==> src/rtl/lock_pkg.sv <==
// Shared state encoding and parameter defaults for the keypad lockout controller.
package lock_pkg;

  typedef enum logic [1:0] {
    ST_NORMAL  = 2'd0,
    ST_LOCKOUT = 2'd1,
    ST_ALARM   = 2'd2
  } lock_state_e;

  localparam int DEF_CLK_HZ       = 100_000_000;
  localparam int DEF_MAX_FAIL     = 3;
  localparam int DEF_LOCKOUT_SEC  = 30;
  localparam int DEF_MAX_LOCKOUTS = 2;

endpackage

==> src/rtl/tick_gen.sv <==
// Half-second prescaler: blink is a 1 Hz square wave, sec_tick fires on its falling edge.
module tick_gen
  import lock_pkg::*;
#(
  parameter int CLK_HZ = DEF_CLK_HZ
) (
  input  logic clk,
  input  logic rst,
  input  logic restart,
  output logic blink,
  output logic sec_tick
);

  localparam int HALF = CLK_HZ / 2;
  localparam int CW   = (HALF > 1) ? $clog2(HALF) : 1;

  logic [CW-1:0] cnt;
  logic          wrap;

  assign wrap     = (cnt == CW'(HALF - 1));
  assign sec_tick = wrap & blink;

  // count 0..HALF-1, toggle blink on every wrap; restart realigns the second boundary
  always_ff @(posedge clk) begin
    if (!rst || restart) begin
      cnt   <= '0;
      blink <= 1'b0;
    end else if (wrap) begin
      cnt   <= '0;
      blink <= ~blink;
    end else begin
      cnt   <= cnt + 1'b1;
    end
  end

endmodule

==> src/rtl/lockout_ctrl.sv <==
// Button edge gating plus failed-attempt lockout / alarm state machine.
module lockout_ctrl
  import lock_pkg::*;
#(
  parameter int CLK_HZ       = DEF_CLK_HZ,
  parameter int MAX_FAIL     = DEF_MAX_FAIL,
  parameter int LOCKOUT_SEC  = DEF_LOCKOUT_SEC,
  parameter int MAX_LOCKOUTS = DEF_MAX_LOCKOUTS
) (
  input  logic       clk,
  input  logic       rst,
  input  logic       ent,
  input  logic       clr,
  input  logic       change,
  input  logic       check_valid,
  input  logic       check_pass,
  output logic       ent_p,
  output logic       clr_p,
  output logic       change_p,
  output logic       lockout,
  output logic       alarm,
  output logic [1:0] fail_cnt,
  output logic [5:0] remain,
  output logic       blink
);

  lock_state_e state_q, state_d;
  logic [1:0]  fail_q, fail_d;
  logic [1:0]  lcnt_q, lcnt_d;
  logic [5:0]  remain_q, remain_d;
  logic        restart;
  logic        sec_tick;

  logic        ent_q, clr_q, chg_q;
  logic        armed;
  logic        ent_r, clr_r, chg_r, gate;

  tick_gen #(.CLK_HZ(CLK_HZ)) u_tick (
    .clk      (clk),
    .rst      (rst),
    .restart  (restart),
    .blink    (blink),
    .sec_tick (sec_tick)
  );

  // state and counter registers
  always_ff @(posedge clk) begin
    if (!rst) begin
      state_q  <= ST_NORMAL;
      fail_q   <= '0;
      lcnt_q   <= '0;
      remain_q <= '0;
    end else begin
      state_q  <= state_d;
      fail_q   <= fail_d;
      lcnt_q   <= lcnt_d;
      remain_q <= remain_d;
    end
  end

  // next-state: attempt accounting in NORMAL, countdown in LOCKOUT, latch in ALARM
  always_comb begin
    state_d  = state_q;
    fail_d   = fail_q;
    lcnt_d   = lcnt_q;
    remain_d = remain_q;
    restart  = 1'b0;
    case (state_q)
      ST_NORMAL: begin
        if (check_valid) begin
          if (check_pass) begin
            fail_d = '0;
            lcnt_d = '0;
          end else if (fail_q >= 2'(MAX_FAIL - 1)) begin
            fail_d  = '0;
            lcnt_d  = lcnt_q + 2'd1;
            restart = 1'b1;
            if ((lcnt_q + 2'd1) == 2'(MAX_LOCKOUTS)) begin
              state_d  = ST_ALARM;
              remain_d = '0;
            end else begin
              state_d  = ST_LOCKOUT;
              remain_d = 6'(LOCKOUT_SEC);
            end
          end else begin
            fail_d = fail_q + 2'd1;
          end
        end
      end
      ST_LOCKOUT: begin
        if (sec_tick) begin
          if (remain_q <= 6'd1) begin
            remain_d = '0;
            state_d  = ST_NORMAL;
          end else begin
            remain_d = remain_q - 6'd1;
          end
        end
      end
      ST_ALARM: remain_d = '0;
      default: begin
        state_d  = ST_NORMAL;
        remain_d = '0;
      end
    endcase
  end

  // armed masks the first cycle after reset so a button held through reset does not pulse
  assign gate  = armed && (state_q == ST_NORMAL);
  assign ent_r = ent & ~ent_q;
  assign clr_r = clr & ~clr_q;
  assign chg_r = change & ~chg_q;

  // edge history and prioritized, gated one-cycle pulses
  always_ff @(posedge clk) begin
    if (!rst) begin
      ent_q    <= 1'b0;
      clr_q    <= 1'b0;
      chg_q    <= 1'b0;
      armed    <= 1'b0;
      ent_p    <= 1'b0;
      clr_p    <= 1'b0;
      change_p <= 1'b0;
    end else begin
      ent_q    <= ent;
      clr_q    <= clr;
      chg_q    <= change;
      armed    <= 1'b1;
      ent_p    <= gate & ent_r;
      clr_p    <= gate & clr_r & ~ent_r;
      change_p <= gate & chg_r & ~ent_r & ~clr_r;
    end
  end

  assign lockout  = (state_q != ST_NORMAL);
  assign alarm    = (state_q == ST_ALARM);
  assign fail_cnt = fail_q;
  assign remain   = remain_q;

endmodule

==> config.mk <==
export PLATFORM = sky130hd
export DESIGN_NAME = lockout_ctrl
export DESIGN_NICKNAME = d
export VERILOG_FILES = /design/src/rtl/lock_pkg.sv /design/src/rtl/tick_gen.sv /design/src/rtl/lockout_ctrl.sv
export SDC_FILE = /design/constraint.sdc
export NUM_CORES = 1
export LEC_CHECK = 0
export ABC_AREA = 1
export CELL_PAD_IN_SITES_DETAIL_PLACEMENT = 1
export CELL_PAD_IN_SITES_GLOBAL_PLACEMENT = 1
export CORE_UTILIZATION = 43
export CTS_BUF_LIST = sky130_fd_sc_hd__clkbuf_8
export DETAILED_ROUTE_END_ITERATION = 8
export PLACE_DENSITY_LB_ADDON = 0.1
export SYNTH_ARGS = -nofsm -noshare
export SYNTH_HDL_FRONTEND = slang
export SYNTH_SLANG_ARGS = --single-unit
export TNS_END_PERCENT = 5
==> constraint.sdc <==
create_clock -name clk -period 2 [get_ports clk]
set_clock_uncertainty 0.05 [all_clocks]
set_input_delay 0.5 -clock clk [delete_from_list [all_inputs] [get_ports clk]]
set_output_delay 0.5 -clock clk [all_outputs]
set_load 0.02 [all_outputs]
Word-level counts from Yosys, hierarchy flattened
Index checks and enable logic that the tools add are counted.
{ "word_totals": {"regBits": 46, "wordCells": 79, "output_inout_bits": 14} }
{ "classes": {"n_reduce_logical": 11, "addsub": 4, "n_bitwise": 17, "order_cmp": 2, "muxes": 23, "n_eq_ne": 9} }
{ "op_table": {"columns": ["cell", "count"], "rows": [
  ["two-way mux 6 bit", 5],
  ["adder 26 x 1 -> 26 bit (second input constant)", 1],
  ["equality test 26 bit (second input constant)", 1],
  ["two-way mux 2 bit", 10],
  ["case mux 6 bit (2 select lines)", 1],
  ["bitwise AND 1 bit", 10],
  ["!= test 2 bit (second input constant)", 5],
  ["inverter 1 bit", 7],
  ["<= comparator 6 x 1 -> 1 bit (second input constant)", 1],
  ["case mux 2 bit (3 select lines)", 1],
  ["AND reduction 6 bit", 1],
  ["subtractor 6 x 1 -> 6 bit (second input constant)", 1],
  ["two-way mux 1 bit", 5],
  ["two-way mux 5 bit", 1],
  ["adder 2 x 1 -> 2 bit (second input constant)", 2],
  ["equality test 2 bit (second input constant)", 2],
  ["AND reduction 4 bit", 1],
  ["nonzero test 2 bit", 2],
  ["AND reduction 3 bit", 1],
  ["equality test 2 x 1 -> 1 bit (second input constant)", 1],
  [">= comparator 2 bit (second input constant)", 1],
  ["zero test 2 bit", 1],
  ["AND reduction 2 bit", 1],
  ["OR reduction 2 bit", 1],
  ["3 further kinds", 3]
]} }

Logic depth before layout (Yosys ltp)
Gate-level depths: netlist of the first run.
{ "logic_depth": {"word_depth": 7, "mapped_depth": 11, "ltp_nobuf": 11} }

Modules after synthesis
Synthesis of the first run repeated with hierarchy kept, for this count alone.
{ "unflattened": {"cells_unflattened": 353, "area_unflattened_um2": 2393.5} }
{ "modules_own_cells": {"columns": ["module", "seq_area_each_um2", "area_each_um2", "instances", "cells_per_inst"], "rows": [
  ["tick_gen", 540.5, 1475.2, 1, 227],
  ["lockout_ctrl", 380.4, 918.4, 1, 126]
]} }

Least setup slack after synthesis of the first run
OpenSTA, ideal clock, no wires.
{ "synth_path": {"kind": "flip-flop to flip-flop", "startpoint": "reg u_tick.cnt[0]", "endpoint": "reg state_q[1]", "path_slack_ns": 0.383, "n_path_buf": 0, "setup_ns": 0.112, "t_arrival_ns": 1.455, "synth_period_minus_slack_ns": 1.617, "stages_incl_launch_ff": 11, "t_required_ns": 1.838, "path_cell_list": "dfxtp_1 ha_1 nand2_2 nor2_8 nand2_1 nor2_4 nand3_4 a21boi_4 nand2_1 nor2_1 nor2_1"} }
{ "synth_between": {"elab_chain_cells": 4} }
{ "synth_lines": {"columns": ["element", "line_no", "rtl"], "rows": [
  ["start, declared", "tick_gen.sv:17", "logic [CW-1:0] cnt;"],
  ["start signal, assigned", "tick_gen.sv:32", "cnt <= cnt + 1'b1;"],
  ["equality test 26 bit", "tick_gen.sv:20", "assign wrap = (cnt == CW'(HALF - 1));"],
  ["bitwise AND 1 bit", "tick_gen.sv:21", "assign sec_tick = wrap & blink;"],
  ["!= test 2 bit (no line)", null, null],
  ["AND reduction 6 bit (no line)", null, null],
  ["end signal, assigned", "lockout_ctrl.sv:54", "state_q <= state_d;"],
  ["end, declared", "lockout_ctrl.sv:27", "lock_state_e state_q, state_d;"]
]} }
No other way between the ends.
A chain may end at the register's enable or synchronous reset.

Worst setup path in the final report of the first run
{ "layout_path": {"startpoint": "reg remain_q[2], in the netlist remain[2]", "endpoint": "out remain[2]"} }
{ "layout_lines": {"columns": ["element", "line_no", "rtl"], "rows": [
  ["start, declared", "lockout_ctrl.sv:30", "logic [5:0] remain_q, remain_d;"],
  ["start signal, assigned", "lockout_ctrl.sv:57", "remain_q <= remain_d;"],
  ["end, declared", "lockout_ctrl.sv:23", "output logic [5:0] remain,"]
]} }
No word-level cell between the ends.

==> key figures, run 1 <==
Place
  • GP Congestion: 0.804
  • DP HPWL: roughly 4.6 mm
  • # port buffers: 20

Global route
  • Global Route Usage Sum: 21.7%
  • First-pass GRT wire length: between 10 and 15 mm
  • Vias in the first global route: 2,316
  • Largest net degree at the start of global routing: 27
  • Congestion Overflow GR: 0
  • Initial antenna violation count: 0

Worst setup path
  • WS Path Type: register to output pin
  • Stages on the worst setup path: 1
  • R2R Setup Slk: between 0.2 and 0.25 ns
  • Origin of the critical flop-to-flop path: u_tick.cnt[1]
  • Worst path buffer plus inverter count: 1
  • Worst Setup Start Kind: register
  • Crit path max-delay family: buffers and inverters
  • CP arrival: around 1.4 ns
  • Critical path startpoint: remain[2]
  • Type of destination of the critical path: output pin
  • Highest-delay cell along the critical path: clkdlybuf4s50_1
  • Crit path cell chain: clkdlybuf4s50_1
  • End of the worst register-to-register path: state_q[1]
  • R2R cell count: 10
  • Crit-path max FO: 5
  • CP required: 1.45 ns
  • Crit path largest cell delay: around 0.64 ns
  • Crit path to: remain[2]

Logic synthesis
  • Most frequent cell after synthesis: nand2_1
  • Post-synth EDFFs: 0
  • Asr flop ratio synth: 0%
  • Mapped Cells: roughly 340
  • Top cells by area, synth: dfxtp_1 (39%), nand2_1 (11%), nor2_1 (7.5%), inv_1 (6.8%), a21oi_1 (5.0%)
  • Seq/Total Area, Yosys: 38.6%
  • #FFs+latches synth: between 40 and 50
  • Post-Syn Nets: ~350
  • Distinct cells, synth: 34
  • Synth Warn #: 0
  • Mapped Area: between 2000 and 2500 µm²
  • Avg Cell Area, Syn: about 7.1 µm²
  • Share of the synthesized area in the top cell type: roughly two fifths
  • Main synth FF type: dfxtp_1
  • Commonest cells in the netlist: nand2_1 (73), nor2_1 (48), dfxtp_1 (46)
  • Yosys top cell by area: dfxtp_1

Floorplan
  • Core area: between 5000 and 6000 µm²
  • Die X: 76.5 µm
  • Die area: 5860 µm²
  • Std cell rows: 26
  • Starting Density: a little under half
  • I/O pin count: 21
  • Die height: roughly 77 µm

Detailed routing
  • Via Count: roughly 2,200
  • Top Metal Used: met4
  • Drt initial violations: 60
  • Total length of routed met3 wires: roughly 130 µm
  • Met2 WL: ~2.9 mm
  • Routed wire length: roughly 5.8 mm
  • DR WL/cell: 13.3 µm
  • Antenna Nets Post-Route: 0
  • Via density: 5.03
  • DRC viols: 0
  • DRT Pass-1 Iters: 4
  • Met1 wire length: 2.77 mm

STA
  • Final Max Tran Viols: 0
  • Relative slew slack: slightly above 80%
  • Setup tns final: 0 ns
  • Final Critical Period: 1.91 ns
  • Least-Margin Pin Slew: between 0.2 and 0.3 ns
  • Final Setup Violations: 0
  • Final worst path period share: between 90% and 100%
  • FMAX: ~0.52 GHz
  • RSZ-0062 raised after global routing: no
  • Final hold vios: 0

Run
  • Max Cap Viol: 0

Clock tree
  • CTS Root Cell: clkbuf_8
  • Clk sink count: 46
  • Total setup buffers inserted after CTS: 0
  • Clock-pin slew of the registers on the worst-case setup and hold paths: ~0.08 ns
  • CTS tree: yes
  • Max H-tree Level: 2
  • Worst skew pair latency: about 0.29 ns
  • CTS max path bufs: 2
  • # hold bufs at CTS: 0
  • Total CTS buffers: 5

Finish
  • Layout Utilization: approximately 54%
  • Layout cells sized above 1: between 10% and 20%
  • # diodes: 0
  • P&R area growth vs syn: 18.1%
  • Nets@finish: about 380

Power and ir drop
  • Static leakage: ~1.1 nW
  • Worst vdd ir: between 0.5 and 0.6 mV
  • Tot Pwr: 2.64 mW
  • PwrDens: between 900 and 1000 nW/µm²

Status
  • Outcome: finished, final reports clean

Worst hold path
  • Hold WC Path Type: register to register
==> stage by stage <==
stage                     area, µm²  setup slack (ns)  std cells  hold WS (ns)
after floorplan                2390             0.383        337         0.324
after global placement         2710             0.162        430         0.327
after detailed placement       2710            0.0908        430         0.338
after CTS                      2820            0.0724        438         0.354
after global routing           2820            0.0186        438         0.397
final                          2820            0.0941        438         0.355
==> state kept, by name (all words and copies together), names as in the netlist <==
signal	count
u_tick.cnt	26
remain	6
fail_cnt	2
lcnt_q	2
state_q	2
armed	1
change_p	1
chg_q	1
clr_p	1
clr_q	1
ent_p	1
ent_q	1
u_tick.blink	1
==> cells by family after synthesis <==
logic type                 synth area share (%)
xor gates and xnor gates                   2.57
buffers and inverters                      8.54
and+or+nand+nor                            38.8
DFF                                        38.6
AOI/OAI and AO/OA                          9.48
adders and majority gates                  2.10
==> placed cells by master, fill, tap and decap left out, drive strengths merged, types with 4 or more instances in the layout <==
master / n
nor3b: 4
nand3: 16
or2: 8
nor2: 54
buf: 7
ha: 4
o21ai: 11
clkbuf: 5
dfxtp: 46
a21oi: 25
nor3: 11
clkdlybuf4s50: 18
nand4: 13
inv: 47
nand2: 79
xnor2: 4
==> metal layers <==
layer	GRT usage, %	up-vias
li1	-	1140
met1	26.9	1030
met2	39.5	27
met3	3.23	6
met4	4.62	0
met5	0	-
==> layout make-up <==
type                            count  area (µm²)
Clock buffer                        5        68.8
Inverter                           47         176
Timing Repair Buffer               27         263
Multi-Input combinational cell    240        1260
Tap cell                           70        87.6
Fill cell                         706        2420
Sequential cell                    46         921
Clock inverter                      3        40.0
==> worst min path at each step <==
stage	cells past startpoint	start	slack [ns]	endpoint
after floorplan	1	chg_q	0.32	change_p
after global placement	1	chg_q	0.33	change_p
after detailed placement	1	chg_q	0.34	change_p
after CTS	1	chg_q	0.35	change_p
after global routing	1	chg_q	0.40	change_p
final	1	chg_q	0.35	change_p
==> power by group <==
part / switching [mW] / total [mW] / leakage [nW] / internal, mW
sequential: 0.0700 / 1.06 / 0.374 / 0.989
combinational: 0.530 / 0.900 / 0.659 / 0.370
clock: 0.309 / 0.677 / 0.0579 / 0.368
total: 0.909 / 2.64 / 1.09 / 1.73
==> repair_timing <==
item | 4_1_cts | 5_1_grt
endpoints found under the setup margin | 2 | 0
gates resized for setup | 2 | 0
endpoints found under the hold margin | 0 | 0
(Power assumes the default switching activity.)
==> run 2: changes to the inputs <==
CAP_MARGIN = 20   (was default)
RECOVER_POWER = 100   (was default)
==> key figures, run 2 (synthesis results as in run 1) <==
Status
  • Outcome: finished, final reports clean

Floorplan
  • I/O pin count: 21 (unchanged)
  • Std cell rows: 26 (unchanged)
  • Die height: 76.5 µm (unchanged)
  • Starting Density: 45.6% (unchanged)
  • Die X: 76.5 µm (unchanged)
  • Die area: 5860 µm² (unchanged)
  • Core area: 5240 µm² (unchanged)

Global route
  • Congestion Overflow GR: 0 (unchanged)
  • Vias in the first global route: 2,316 (unchanged)
  • Largest net degree at the start of global routing: 27 (unchanged)
  • Global Route Usage Sum: 21.7% (unchanged)
  • Initial antenna violation count: 0 (unchanged)
  • First-pass GRT wire length: 10.3 mm (unchanged)

Worst setup path
  • Worst path buffer plus inverter count: 1 (unchanged)
  • Crit path max-delay family: buffers and inverters
  • Crit path cell chain: clkdlybuf4s50_1
  • Origin of the critical flop-to-flop path: u_tick.cnt[1]
  • CP arrival: 1.36 ns (about the same)
  • CP required: 1.45 ns (about the same)
  • Crit path largest cell delay: 0.64 ns (about the same)
  • Worst Setup Start Kind: register
  • WS Path Type: register to output pin
  • Critical path startpoint: remain[2]
  • Type of destination of the critical path: output pin
  • Crit-path max FO: 5 (unchanged)
  • Highest-delay cell along the critical path: clkdlybuf4s50_1

Clock tree
  • Max H-tree Level: 2 (unchanged)
  • Total CTS buffers: 5 (unchanged)
  • Clk sink count: 46 (unchanged)
  • Clock-pin slew of the registers on the worst-case setup and hold paths: 0.08 ns (about the same)
  • CTS max path bufs: 2 (unchanged)
  • # hold bufs at CTS: 0 (unchanged)
  • CTS Root Cell: clkbuf_8
  • Worst skew pair latency: 0.29 ns (about the same)
  • CTS tree: yes

Place
  • # port buffers: 20 (unchanged)
  • GP Congestion: 0.804 (unchanged)
  • Placed cell area: 2710 µm² (unchanged)
  • Setup WS pre-CTS: 0.0908 ns (unchanged)
  • DP HPWL: 4.61 mm (unchanged)

Power and ir drop
  • Clk pwr share: 25.8% (about the same)
  • PwrDens: 935 nW/µm² (about the same)
  • Static leakage: 1.10 nW (+1.1%)
  • Switching Share: 34.6% (+0.069 points)
  • Flop pwr share: 40.3% (about the same)
  • Int Pwr: 1.72 mW (-0.40%)
  • Worst vdd ir: 0.534 mV (-0.53%)
  • Power share of the combinational group: 34.0% (about the same)
  • Net switching power: 0.908 mW (about the same)

STA
  • Min Hold Slack: 0.355 ns (unchanged)
  • FMAX: 0.525 GHz (about the same)
  • Final Max Tran Viols: 0 (unchanged)
  • Setup tns final: 0 ns (unchanged)
  • Least-Margin Pin Slew: 0.601 ns (+0.326 ns)
  • Final Setup Violations: 0 (unchanged)
  • RSZ-0062 raised after global routing: no
  • Relative slew slack: 59.9% (-22 points)
  • Final hold vios: 0 (unchanged)
  • Final worst path period share: 95.3% (about the same)
  • PnR worst setup slack: 0.0943 ns (+0.000143 ns)
  • Final Critical Period: 1.91 ns (-0.000143 ns)

Finish
  • P&R area growth vs syn: 17.7%
  • Final Cell Area: 2810 µm² (-0.31%)
  • Most common cell after layout, fill and taps aside: nand2_1
  • Max reg flops: 26 (unchanged)
  • Most frequent cells in the layout: nand2_1 (75), nor2_1 (48), dfxtp_1 (46), inv_1 (43), a21oi_1 (24)
  • Fill cells: 709 (+0.42%)
  • Most flop-heavy register: u_tick.cnt
  • Layout Utilization: 53.7% (-0.17 points)
  • # diodes: 0 (unchanged)
  • Nets@finish: 378 (unchanged)
  • Layout cells sized above 1: 11.1% (-0.82 points)

Run
  • Max Cap Viol: 0 (unchanged)

Worst hold path
  • Worst Hold Launch: chg_q
  • Hold WC Path Type: register to register

Detailed routing
  • Total length of routed met3 wires: 155 µm (+22%)
  • Met1 wire length: 2.74 mm (-1.2%)
  • DR WL/cell: 13.3 µm (-0.15%)
  • Met2 WL: 2.89 mm (-0.14%)
  • Routed wire length: 5.82 mm (-0.15%)
  • Drt initial violations: 67 (+12%)
  • Via Count: 2,207 (+0.18%)
  • Antenna Nets Post-Route: 0 (unchanged)
  • DRC viols: 0 (unchanged)
  • DRT Pass-1 Iters: 4 (unchanged)
  • Top Metal Used: met4
  • Via density: 5.04 (+0.18%)
-- run 2: metal layers --
metal  vias up  global-route usage [%]
li1       1140                       -
met1      1032                    26.9
met2        29                    39.5
met3         6                    3.23
met4         0                    4.62
met5         -                       0
-- run 2: per-stage QoR --
| stage | total power [mW] | instances |
|---|---|---|
| floorplan | 1.66 | 337 |
| global placement | 1.96 | 430 |
| detailed placement | 2.00 | 430 |
| CTS | 2.68 | 438 |
| global route | 2.81 | 438 |
| finish | 2.63 | 438 |
-- run 2: cell type report --
class / instances / area [µm²] / share of cell area (%)
multi-input combinational: 240 / 1260 / 44.8
clock inverter: 3 / 40.0 / 1.42
timing repair buffer: 27 / 259 / 9.21
tap: 70 / 87.6 / 3.12
inverter: 47 / 176 / 6.28
sequential: 46 / 921 / 32.8
clock buffer: 5 / 68.8 / 2.45
-- run 2: timing repair --
| item | CTS | global route |
|---|---|---|
| buffers inserted | 0 | 0 |
| endpoints found under the setup margin | 2 | 0 |
| gates resized for setup | 2 | 0 |
-- run 2: final timing paths --
kind	slack (ns)	cells after the start	to
worst max-delay path	0.09	1	remain[2]
worst min-delay path	0.35	1	change_p
worst max register to register	0.20	11	remain[3]
worst min register to register	0.35	1	change_p
-- run 2: power by group through the flow --
stage                     Combinational [mW]  Clock (mW)  Sequential, mW
after CTS                              0.910       0.705            1.06
after floorplan                        0.536           0            1.12
after global routing                   0.989       0.747            1.07
after global placement                 0.881           0            1.08
after detailed placement               0.921           0            1.08
final                                  0.893       0.677            1.06
==> RTL change (config.mk and constraints of run 1) <==
Set the package constant `DEF_CLK_HZ` to 50_000_000 (it was 100_000_000).
--- a/src/rtl/lock_pkg.sv
+++ b/src/rtl/lock_pkg.sv
@@ -7,7 +7,7 @@
     ST_ALARM   = 2'd2
   } lock_state_e;
 
-  localparam int DEF_CLK_HZ       = 100_000_000;
+  localparam int DEF_CLK_HZ       = 50_000_000;
   localparam int DEF_MAX_FAIL     = 3;
   localparam int DEF_LOCKOUT_SEC  = 30;
   localparam int DEF_MAX_LOCKOUTS = 2;
Formal check against the unedited RTL: no difference found for any inputs over 10 cycles, from zero or initial values and one cycle with rst low; that may be too few to reach the edited logic, so the function may still have changed.
==> RTL change against run 1 <==
Core utilization rose by 1.4 points; register-to-register slack worse by 0.04 ns; sequential share of layout area increased by 0.77 points; worst setup slack worse by 0.0017 ns; sequential cell count down 1; non-clock buffer count fell by 2; synthesized area decreased by 5.6%; total power increased by 0.23%; cell area down 4.4%; wire length is 3.9% lower; critical path type unchanged; critical endpoint unchanged.
==> RTL change: results (changes against run 1) <==
| Metric | Value |
|---|---|
| Commonest cells in the netlist | 61 x nand2_1, 51 x nor2_1, 45 x dfxtp_1, 42 x inv_1, 24 x a21oi_1 (was 73 x nand2_1, 48 x nor2_1, 46 x dfxtp_1, 43 x inv_1, 24 x a21oi_1) |
| Critical Path Max Stage Delay | 0.64 ns (about the same) |
| Netlist cell types | 33 (was 34) |
| Port bufs | 20 (unchanged) |
| Adder-cell share of the synthesized area | 2.22% (was 2.10%) |
| Crit path max fanout | 5 (unchanged) |
| Hold crit path type | reg2reg (unchanged) |
| GP Congestion | 0.844 (was 0.804) |
| # nets final | 357 (was 378) |
| Leak | 1.06 nW (was 1.09 nW) |
| Register area share after synthesis | 39.9% (was 38.6%) |
| First-pass GRT wire length | 9500 um (was 10300 um) |
| Psw | 0.899 mW (was 0.909 mW) |
| Vias | 2098 (was 2203) |
| Ant. Diodes | 0 (unchanged) |
| DP Area | 2570 um2 (was 2710 um2) |
| Most flops, register | u_tick.cnt (unchanged) |
| Share of cells above drive strength 1 | 10.7% (was 12.0%) |
| Number of flip-flops in the largest register | 25 (was 26) |
| Outcome | finished, final reports clean (unchanged) |
| Largest net degree at the start of global routing | 15 (was 27) |
| Syn_area_per_cell | 7.12 um2 (was 7.09 um2) |
| Endpoints failing setup | 0 (unchanged) |
| Clk slew on worst S/H paths | 0.08 ns (about the same) |
| Worst slew pin tran | 0.338 ns (was 0.275 ns) |
| Final non-filler cell total | 414 (was 438) |
| Initial antenna violation count | 0 (unchanged) |
| WL per Instance | 13.5 um (was 13.3 um) |
| CTS H-tree depth | 2 (unchanged) |
| Ranking of synthesized cells by area | dfxtp_1 40%, nand2_1 10%, nor2_1 8.5% (was dfxtp_1 39%, nand2_1 11%, nor2_1 7.5%) |
| Post-detail-place hpwl | 4430 um (was 4610 um) |
| Synth Area in Compound Gates | 10.4% (was 9.48%) |
| Gr usage total | 22.3% (was 21.7%) |
| Mux cell area share after synthesis | 0% (unchanged) |
| Layout fillers | 636 (was 706) |
| Yosys warns | 0 (unchanged) |
| Pre-CTS WS | 0.0476 ns (was 0.0908 ns) |
| XOR/XNOR share of the synthesized area | 3.11% (was 2.57%) |
| Post-synth ARST share | 0% (unchanged) |
| Hold path depth | 1 (unchanged) |
| Max VDD drop | 0.547 mV (was 0.537 mV) |
| First-pass DRT Iterations | 4 (unchanged) |
| Critical path's top delay family | buffers and inverters (unchanged) |
| First DRT Iteration DRCs | 99 (was 60) |
| Synthesized net count | 328 (was 348) |
| Clk Latency, worst-skew pair | 0.29 ns (about the same) |
| CTS sink count | 45 (was 46) |
| CP max-delay cell | clkdlybuf4s50_1 (unchanged) |
| Inserted Clock Buffers | 5 (unchanged) |
[RTL change: path summary, 6_finish.rpt]
check                                   start          to  slack [ns]
worst max-delay path                remain[2]   remain[2]        0.09
worst min-delay path                    chg_q    change_p        0.34
worst max register to register  u_tick.cnt[0]  state_q[1]        0.18
worst min register to register          chg_q    change_p        0.34
[RTL change: logic make-up after synthesis]
logic type,count (synthesis)
xor gates and xnor gates,8
DFF,45
AOI/OAI and AO/OA,41
adders and majority gates,4
buffers and inverters,48
and+or+nand+nor,171
[RTL change: power by group through the flow]
| stage | Sequential [mW] | Clock (mW) | Combinational, mW |
|---|---|---|---|
| 4_1_cts | 1.04 | 0.723 | 0.917 |
| 5_1_grt | 1.05 | 0.750 | 1.01 |
| 3_3_place_gp | 1.06 | 0 | 0.872 |
| 6_report | 1.04 | 0.703 | 0.902 |
| 2_1_floorplan | 1.10 | 0 | 0.529 |
| 3_5_place_dp | 1.06 | 0 | 0.910 |
[RTL change: what timing repair did]
item / 4_1_cts / 5_1_grt
setup endpoints to repair: 1 / 2
gates resized for setup: 1 / 2
hold buffers: 0 / 0
[RTL change: area by class of cell]
cell class / count / area, um2 / share of cell area, %
clock buffers: 6 / 82.6 / 3.06
clock inverters: 2 / 33.8 / 1.25
inverters: 45 / 169 / 6.27
multi-input cells: 224 / 1170 / 43.5
flip-flops and latches: 45 / 901 / 33.4
well taps: 67 / 83.8 / 3.11
repair buffers: 25 / 251 / 9.33
[RTL change: routing by layer]
metal	vias to the layer above	wire length, um	GRT usage [%]	share of wire [%]
li1	1068	-	-	-
met2	23	2660	37.4	47
met1	1005	2790	30.1	50
met4	0	32	5.03	0.57
met5	-	0	0	0
met3	2	117	3.66	2.1
